--- config.mk ---
export PLATFORM = sky130hd
export DESIGN_NAME = ram_port_arbiter
export DESIGN_NICKNAME = d
export VERILOG_FILES = /design/src/rtl/ram_port_arbiter.sv
export SDC_FILE = /design/constraint.sdc
export NUM_CORES = 1
export LEC_CHECK = 0
export CORE_MARGIN = 4
export CORE_UTILIZATION = 30
export DETAILED_ROUTE_END_ITERATION = 12
export PLACE_DENSITY = 0.86
export SETUP_SLACK_MARGIN = 0.15
export SLEW_MARGIN = 20
export SYNTH_ARGS = -nofsm -noshare
export SYNTH_HDL_FRONTEND = slang
export SYNTH_SLANG_ARGS = --single-unit
--- constraint.sdc ---
create_clock -name clk -period 4.3 [get_ports clk]
set_input_delay 1.075 -clock clk [delete_from_list [all_inputs] [get_ports clk]]
set_output_delay 1.075 -clock clk [all_outputs]
set_load 0.01 [all_outputs]
--- src/rtl/ram_port_arbiter.sv ---
`default_nettype none
// +--------------------------------------------------------------------------+
// | ram_port_arbiter                                                          |
// | Round-robin two-requester front end for a simple dual-port RAM with a    |
// | 1-cycle registered read. Define RAM_ARB_CLEAR_EN for the post-reset      |
// | clear sweep.                                                             |
// | Rev 1.0                                                                  |
// +--------------------------------------------------------------------------+
module ram_port_arbiter #(
  parameter int                    DATA_WIDTH  = 8,
  parameter int                    ADDR_WIDTH  = 6,
  parameter logic [DATA_WIDTH-1:0] CLEAR_VALUE = '0
) (
  input  logic                  clk,
  input  logic                  reset,
  input  logic                  m0_req,
  input  logic                  m0_we,
  input  logic [ADDR_WIDTH-1:0] m0_addr,
  input  logic [DATA_WIDTH-1:0] m0_wdata,
  output logic                  m0_gnt,
  output logic                  m0_rvalid,
  output logic [DATA_WIDTH-1:0] m0_rdata,
  input  logic                  m1_req,
  input  logic                  m1_we,
  input  logic [ADDR_WIDTH-1:0] m1_addr,
  input  logic [DATA_WIDTH-1:0] m1_wdata,
  output logic                  m1_gnt,
  output logic                  m1_rvalid,
  output logic [DATA_WIDTH-1:0] m1_rdata,
  output logic                  busy,
  output logic                  ram_we,
  output logic [ADDR_WIDTH-1:0] ram_write_addr,
  output logic [ADDR_WIDTH-1:0] ram_read_addr,
  output logic [DATA_WIDTH-1:0] ram_data,
  input  logic [DATA_WIDTH-1:0] ram_q
);

  logic                  serve;
  logic                  last_gnt;
  logic                  rvalid0_q;
  logic                  rvalid1_q;
  logic [ADDR_WIDTH-1:0] read_addr_q;
  logic                  sel_we;
  logic [ADDR_WIDTH-1:0] sel_addr;
  logic [DATA_WIDTH-1:0] sel_wdata;
  logic                  any_gnt;
  logic                  issue_rd;

`ifdef RAM_ARB_CLEAR_EN
  typedef enum logic [0:0] {
    ST_CLEAR = 1'b0,
    ST_SERVE = 1'b1
  } state_t;

  state_t                state;
  state_t                state_nxt;
  logic [ADDR_WIDTH-1:0] clr_cnt;
  logic                  busy_q;

  always_ff @(posedge clk) begin
    if (reset) begin
      state   <= ST_CLEAR;
      clr_cnt <= '0;
      busy_q  <= 1'b1;
    end else begin
      state  <= state_nxt;
      busy_q <= (state_nxt == ST_CLEAR);
      if (state == ST_CLEAR) begin
        clr_cnt <= clr_cnt + 1'b1;
      end
    end
  end

  // Leaving CLEAR is one-way; the counter may wrap afterwards without effect.
  always_comb begin
    state_nxt = state;
    if ((state == ST_CLEAR) && (&clr_cnt)) begin
      state_nxt = ST_SERVE;
    end
  end

  assign serve = (state == ST_SERVE);
  assign busy  = busy_q;
`else
  logic unused_clear_value;

  assign unused_clear_value = ^CLEAR_VALUE;
  assign serve              = 1'b1;
  assign busy               = 1'b0;
`endif

  // last_gnt = 1 means requester 1 won most recently, so requester 0 wins the next tie.
  always_comb begin
    m0_gnt = 1'b0;
    m1_gnt = 1'b0;
    if (serve) begin
      if (m0_req && m1_req) begin
        m0_gnt = last_gnt;
        m1_gnt = ~last_gnt;
      end else begin
        m0_gnt = m0_req;
        m1_gnt = m1_req;
      end
    end
  end

  assign sel_we    = m1_gnt ? m1_we    : m0_we;
  assign sel_addr  = m1_gnt ? m1_addr  : m0_addr;
  assign sel_wdata = m1_gnt ? m1_wdata : m0_wdata;
  assign any_gnt   = m0_gnt | m1_gnt;
  assign issue_rd  = any_gnt & ~sel_we;

  always_comb begin
    ram_we         = any_gnt & sel_we;
    ram_write_addr = sel_addr;
    ram_data       = sel_wdata;
`ifdef RAM_ARB_CLEAR_EN
    if (!serve) begin
      ram_we         = 1'b1;
      ram_write_addr = clr_cnt;
      ram_data       = CLEAR_VALUE;
    end
`endif
  end

  assign ram_read_addr = issue_rd ? sel_addr : read_addr_q;

  always_ff @(posedge clk) begin
    if (reset) begin
      last_gnt    <= 1'b1;
      rvalid0_q   <= 1'b0;
      rvalid1_q   <= 1'b0;
      read_addr_q <= '0;
    end else begin
      rvalid0_q <= issue_rd & m0_gnt;
      rvalid1_q <= issue_rd & m1_gnt;
      if (any_gnt) begin
        last_gnt <= m1_gnt;
      end
      if (issue_rd) begin
        read_addr_q <= sel_addr;
      end
    end
  end

  assign m0_rvalid = rvalid0_q;
  assign m1_rvalid = rvalid1_q;
  assign m0_rdata  = ram_q;
  assign m1_rdata  = ram_q;

endmodule
`default_nettype wire

==> results.tsv, run 1 <==
metric	value	unit
grt-ovfl-total	0	
cts_tree	built	
pre_cts_ws	0.121	ns
layout-drive-gt1-share	19.0	%
first_global_vias	802	
cts_buffers	3	
n_antenna_cell	0	
hp-class	register to register	
fin_util	52.4	%
io_pins	84	
cpLargestDelayFamily	buffers and inverters	
setup_slack	0.211	ns
root_buffer	clkbuf_4	
avgSynthCellArea	9.38	sq um
final_hold_viol_count	0	
clkSlewWorstSetupHoldPaths	0.06	ns
multi_input_area	414	sq um
finalNetCount	169	
syn-cell-area	778	sq um
hold_ws	0.583	ns
wl_per_cell	15.1	um
ir_worst_vdd	0.000141	V
required	3.22	ns
rsz0062_at_grt	false	
cap_violations	0	
setup_viol	0	
dpl.hpwl	1890	um
die_area	0.00347	sq mm
ctsLongestPathBuffers	2	
fmax	245	MHz
fin_skew	0.00223	ns
p_clk_share	21.1	%
cp_slowest_cell	clkdlybuf4s50_1	
tns	0	ns
post-route-min-period	4.09	ns
synth_area_leader_cell	dfxtp_1	
run_status	completed	
slew_violations	0	
switchingPower	0.0894	mW
rows	18	
p_leak	0.523	nW
post-route-period-util	95.1	%
crit_type	input pin to primary output	
drtAntennaViolNets	0	
seqCellArea	180	sq um
worst-path-buf-inv	3	
viasPerCell	4.87	
seq_area_frac_synth	23.2	%
switching_share	29.2	%
grt_max_degree	15	
synth_nets	125	
p_total	0.306	mW
synthDistinctLibCells	22	
path_cells	clkdlybuf4s50_1 > a21boi_4 > buf_4 > mux2i_1 > a21oi_1 > clkdlybuf4s50_1	
first_pass_iters	4	
track_usage	13.9	%
crit_path_end_kind	primary output	
start_kind	input pin	
drt_first_iter_violations	26	
clock_sinks	9	
hold_buffers	0	
arrival	3.01	ns
antenna_found_initial	0	
netlist.area_leader.share	23.2	%
worstSkewPairLatency	0.26	ns
wl	2350	um
port_buffers	58	
synth_seq_cells	9	
p_int	0.216	mW
power_density	236	mW/mm^2
start_util	31.4	%
vias	760	
coreArea	0.00248	sq mm
p_comb_share	48.6	%
grt_pass1_wl	3590	um
fillers	250	
cp_slowest_stage_delay	0.51	ns
power.share.sequential	30.3	%
die_h	58.9	um
synthTopCellsByArea	dfxtp_1 23%, buf_4 16%, mux2_2 12%	
cp_common_cell	clkdlybuf4s50_1	
die_w	58.9	um
syn_to_final_growth	66.7	%
htree_levels	1	
syn_inst	83	
routabilityCongestion	0.716	
drc	0	
yosysWarnings	0	
critPathMaxFanout	6	
-- final timing paths --
path / end / slack, ns / cells past startpoint / startpoint
min reg2reg: last_gnt$_SDFFE_PP1P_ / 0.58 / 3 / last_gnt$_SDFFE_PP1P_
max: ram_read_addr[5] / 0.21 / 6 / m1_req
min: last_gnt$_SDFFE_PP1P_ / 0.58 / 3 / last_gnt$_SDFFE_PP1P_
max reg2reg: read_addr_q[5]$_SDFF_PP0_ / 2.96 / 4 / last_gnt$_SDFFE_PP1P_
-- stage by stage --
stage               area [sq um]  instances
CTS                         1290        156
detailed placement          1250        151
finish                      1300        156
floorplan                    778         83
global route                1300        156
global placement            1250        151
-- sequential cells by signal, indices dropped and copies added (netlist names) --
name and count:
m0_rvalid 1, read_addr_q 6, m1_rvalid 1, last_gnt 1
-- worst register-to-register path, cell delays in order (launching register included) --
cell and delay [ns]:
dfxtp_1 0.35, a21boi_4 0.21, buf_4 0.20, mux2i_1 0.34, a211oi_2 0.12
-- per-layer routing --
layer  track usage (%)  vias up  part of all wire [%]
li1                  -      362                     -
met1              13.4      336                    35
met2              25.6       57                    49
met3              4.82        5                    14
met4              7.12        0                   1.9
met5                 0        -                     0
-- layout make-up --
type	count	area share [%]
flip-flops and latches	9	13.9
clock buffers	4	2.03
well taps	30	2.89
multi-input cells	44	31.9
repair buffers	62	47.3
inverters	7	2.03
-- layout by cell type (no fill, tap or decap) --
cell type         n
inv_1             7
nand2_1           1
mux2i_2           1
and2_1            1
nand2b_1          2
and3b_1           2
dfxtp_1           9
o21ai_0           1
buf_4             4
clkbuf_4          3
nor2b_4           1
a21oi_1           6
a211oi_2          5
a211oi_1          1
a21boi_4          1
a22o_4            1
mux2_2            8
clkbuf_1          1
mux2i_1           5
dlymetal6s2s_1    1
a22o_1            1
a221oi_1          6
conb_1            1
clkdlybuf4s50_1  57
-- logic make-up (layout without fill, tap and decap cells) --
kind of cell | after synthesis | count (layout) | synth area share [%]
other | 1 | 1 | 0.482
multiplexers | 14 | 14 | 19.3
AND/OR/NAND/NOR | 7 | 7 | 5.95
AO/OA/AOI/OAI | 22 | 22 | 26.0
buffers and inverters | 30 | 73 | 25.1
flip-flops | 9 | 9 | 23.2
-- cells in the mapped netlist --
| master | n |
|---|---|
| a22o_4 | 1 |
| mux2i_1 | 6 |
| conb_1 | 1 |
| nand2b_1 | 2 |
| dfxtp_1 | 9 |
| and3b_1 | 2 |
| a211oi_2 | 5 |
| a21oi_1 | 6 |
| o21ai_0 | 1 |
| buf_4 | 17 |
| a221oi_1 | 6 |
| buf_2 | 3 |
| buf_6 | 2 |
| a21boi_4 | 1 |
| a22o_1 | 1 |
| nor2b_1 | 1 |
| clkbuf_1 | 1 |
| a211oi_1 | 1 |
| mux2_2 | 8 |
| nand2_1 | 1 |
| inv_1 | 7 |
| and2_1 | 1 |
-- power groups by stage --
| stage | sequential, mW | clock (mW) | combinational, mW |
|---|---|---|---|
| after floorplan | 0.0941 | 0 | 0.0814 |
| after global placement | 0.0942 | 0 | 0.144 |
| after detailed placement | 0.0946 | 0 | 0.147 |
| after CTS | 0.0927 | 0.0695 | 0.149 |
| after global routing | 0.0931 | 0.0727 | 0.160 |
| final | 0.0926 | 0.0646 | 0.148 |
-- timing repair --
action	4_1_cts	5_1_grt
buffers inserted	1	0
gates resized for setup	2	2
endpoints found under the setup margin	5	1
No activity file was read; power rests on OpenSTA's default activity.
==> run 2, diff against run 1 <==
ABC_AREA = 1   (was unset)
PLACE_DENSITY = 0.81   (was 0.86)
==> run 2 against run 1 <==
  * Clock skew rose by 0.0021 ns
  * Count of clock-buffer cells in the layout did not move
  * Routed wire length fell by 7.6%
  * Clock power fell by 1%
  * Utilization fell by 2.6 points
  * Setup slack improved by 0.12 ns
  * Synthesized area rose by 14%
  * Cell count rose by 42%
  * Register-to-register slack improved by 0.18 ns
  * Die area rose by 12%
  * Largest power group unchanged
==> results.tsv, run 2 <==
metric	value	unit	change
run_status	completed		
reg2reg_depth	7		+3
post-route-period-util	92.2	%	-2.8 points
mostFrequentLayoutCells	58 x clkdlybuf4s50_1, 48 x nand2_1, 33 x inv_1		
tns	0	ns	unchanged
grt_max_degree	19		+4
first_pass_iters	4		unchanged
clkSlewWorstSetupHoldPaths	0.06	ns	about the same
min_from	read_addr_q[5]$_SDFF_PP0_		
antenna_found_initial	0		unchanged
worst-path-buf-inv	4		+1
slew_violations	0		unchanged
cts_resized	0		-2
crit_start	m1_req		
synth.most_common_cell	nand2_1		
start_util	31.7	%	+0.30 points
p_leak	0.743	nW	+42%
synth_seq_cells	9		unchanged
power_density	225	mW/mm^2	-4.3%
synth_area_leader_cell	dfxtp_1		
synth-main-ff-cell	dfxtp_1		
routabilityCongestion	0.789		+10%
yosysWarnings	0		unchanged
synth_nets	188		+50%
power.share.sequential	29.6	%	-0.7 points
async_reset_ff_share	0	%	unchanged
drtAntennaViolNets	0		unchanged
die_area	0.00390	sq mm	+12%
top_register	read_addr_q		
htree_levels	1		unchanged
fin_skew	0.00434	ns	+0.00210 ns
first_global_vias	882		+10%
syn_inst	146		+76%
crit_type	input pin to primary output		
wl_per_cell	9.83	um	-35%
drt_first_iter_violations	27		+3.8%
synth-edff-count	0		unchanged
avgSynthCellArea	6.09	sq um	-35%
drc	0		unchanged
viasPerCell	4.09		-16%
track_usage	11.5	%	-2.4 points
worst-r2r-setup-slack	3.14	ns	+0.18 ns
hp-class	register to register		
fmax	252	MHz	+3.1%
r2r_end	read_addr_q[4]$_SDFF_PP0_		
critPathMaxFanout	7		+1
cp_slowest_cell	clkdlybuf4s50_1		
finalNetCount	233		+38%
cts_tree	built		
port_buffers	58		unchanged
clock_sinks	9		unchanged
netlist.area_leader.share	20.3	%	-2.9 points
required	3.22	ns	about the same
cpLargestDelayFamily	buffers and inverters		
fin_util	49.8	%	-2.6 points
final_hold_viol_count	0		unchanged
worstSkewPairLatency	0.26	ns	about the same
grt-ovfl-total	0		unchanged
synthTopCellsByArea	dfxtp_1 20%, nand2_1 20%, buf_4 14%		
die_h	62.5	um	+6.0%
p_int	0.214	mW	-0.92%
switching_share	31.9	%	+2.7 points
post_cts_buffers	0		-1
post-route-min-period	3.97	ns	-0.122 ns
synthDistinctLibCells	18		-18%
ctsLongestPathBuffers	2		unchanged
hold_path_end	read_addr_q[5]$_SDFF_PP0_		
cts_buffers	3		unchanged
n_antenna_cell	0		unchanged
io_pins	84		unchanged
die_w	62.5	um	+6.0%
syn-cell-area	890	sq um	+14%
hold_buffers	0		unchanged
p_comb_share	50.1	%	+1.5 points
ir_worst_vdd	0.000196	V	+39%
p_clk_share	20.3	%	-0.8 points
cp_slowest_stage_delay	0.72	ns	+0.21 ns
path_cells	clkdlybuf4s50_1 > buf_4 > nand3_2 > nand3_4 > nand2_1 > nand2_1 > inv_1 > clkdlybuf4s50_1		
grt_pass1_wl	3680	um	+2.7%
syn_to_final_growth	57.0	%	
seq_area_frac_synth	20.3	%	-2.9 points
root_buffer	clkbuf_4		
synth_common_cells	48 x nand2_1, 33 x inv_1, 17 x buf_4, 11 x nand3_1, 9 x dfxtp_1		
final_common_cell	clkdlybuf4s50_1		
rsz0062_at_grt	false		
rows	19		+1
wl	2170	um	-7.6%
coreArea	0.00281	sq mm	+13%
arrival	2.89	ns	-0.12 ns
layout-drive-gt1-share	8.95	%	-10 points
dpl.hpwl	1870	um	-1.1%
setup_viol	0		unchanged
switchingPower	0.100	mW	+12%
largest_reg_flops	6		unchanged
crit_path_end_kind	primary output		
r2r-start	last_gnt$_SDFFE_PP1P_		
cap_violations	0		unchanged
vias	903		+19%
start_kind	input pin		
holdPathStages	4		+1
## run 2: changes by cell type after synthesis, sizes merged, moves of 6 or more
| cell | before | now |
|---|---|---|
| a211oi | 6 | 0 |
| nand2 | 1 | 54 |
| nand3 | 0 | 15 |
| inv | 7 | 35 |
| nor2 | 0 | 7 |
| mux2i | 6 | 0 |
| a221oi | 6 | 0 |
| mux2 | 8 | 0 |
## run 2: how the worst max path moves through the flow
stage	depth (start not counted)	slack [ns]	end
global placement	8	0.36	ram_read_addr[1]
detailed placement	8	0.31	ram_read_addr[1]
global route	8	0.19	ram_read_addr[0]
floorplan	6	1.56	ram_data[0]
CTS	8	0.31	ram_read_addr[1]
finish	8	0.33	ram_read_addr[1]
## run 2: per-layer routing
metal,GRT usage (%),wire (um),up-vias
li1,-,-,490
met3,5.94,237,0
met2,18.9,962,52
met1,13.9,972,361
met5,0,0,-
met4,0.826,0,0
## run 2: final cells by class
type / instances / area, sq um
fillers: 302 / 1410
multi-input cells: 82 / 419
inverters: 35 / 136
clock buffers: 4 / 26.3
repair buffers: 60 / 596
flip-flops and latches: 9 / 180
well taps: 31 / 38.8
## run 2: stage by stage
stage	std cells	area [sq um]	worst slack [ns]	hold WS, ns	power, mW
finish	221	1400	0.334	0.531	0.315
global route	221	1400	0.194	0.582	0.338
CTS	221	1400	0.308	0.534	0.320
detailed placement	217	1370	0.314	0.523	0.254
global placement	217	1370	0.364	0.521	0.253
floorplan	146	890	1.56	0.504	0.184
## run 2: worst reg2reg max path, delay by kind of cell, from the launching register on
kind	cells	cell delay, ns
DFF	1	0.39
and+or+nand+nor	7	0.65
## run 2: power groups by stage
| stage | Combinational (mW) | Sequential [mW] | Clock (mW) |
|---|---|---|---|
| 2_1_floorplan | 0.0892 | 0.0950 | 0 |
| 3_3_place_gp | 0.159 | 0.0948 | 0 |
| 3_5_place_dp | 0.159 | 0.0951 | 0 |
| 4_1_cts | 0.160 | 0.0932 | 0.0665 |
| 5_1_grt | 0.174 | 0.0939 | 0.0701 |
| 6_report | 0.158 | 0.0932 | 0.0638 |
## run 2: kinds of logic after synthesis
| logic type | count (synthesis) | synth area share [%] |
|---|---|---|
| flip-flops | 9 | 20.3 |
| other | 1 | 0.422 |
| buffers and inverters | 55 | 32.6 |
| AND/OR/NAND/NOR | 79 | 45.6 |
| AO/OA/AOI/OAI | 2 | 1.12 |
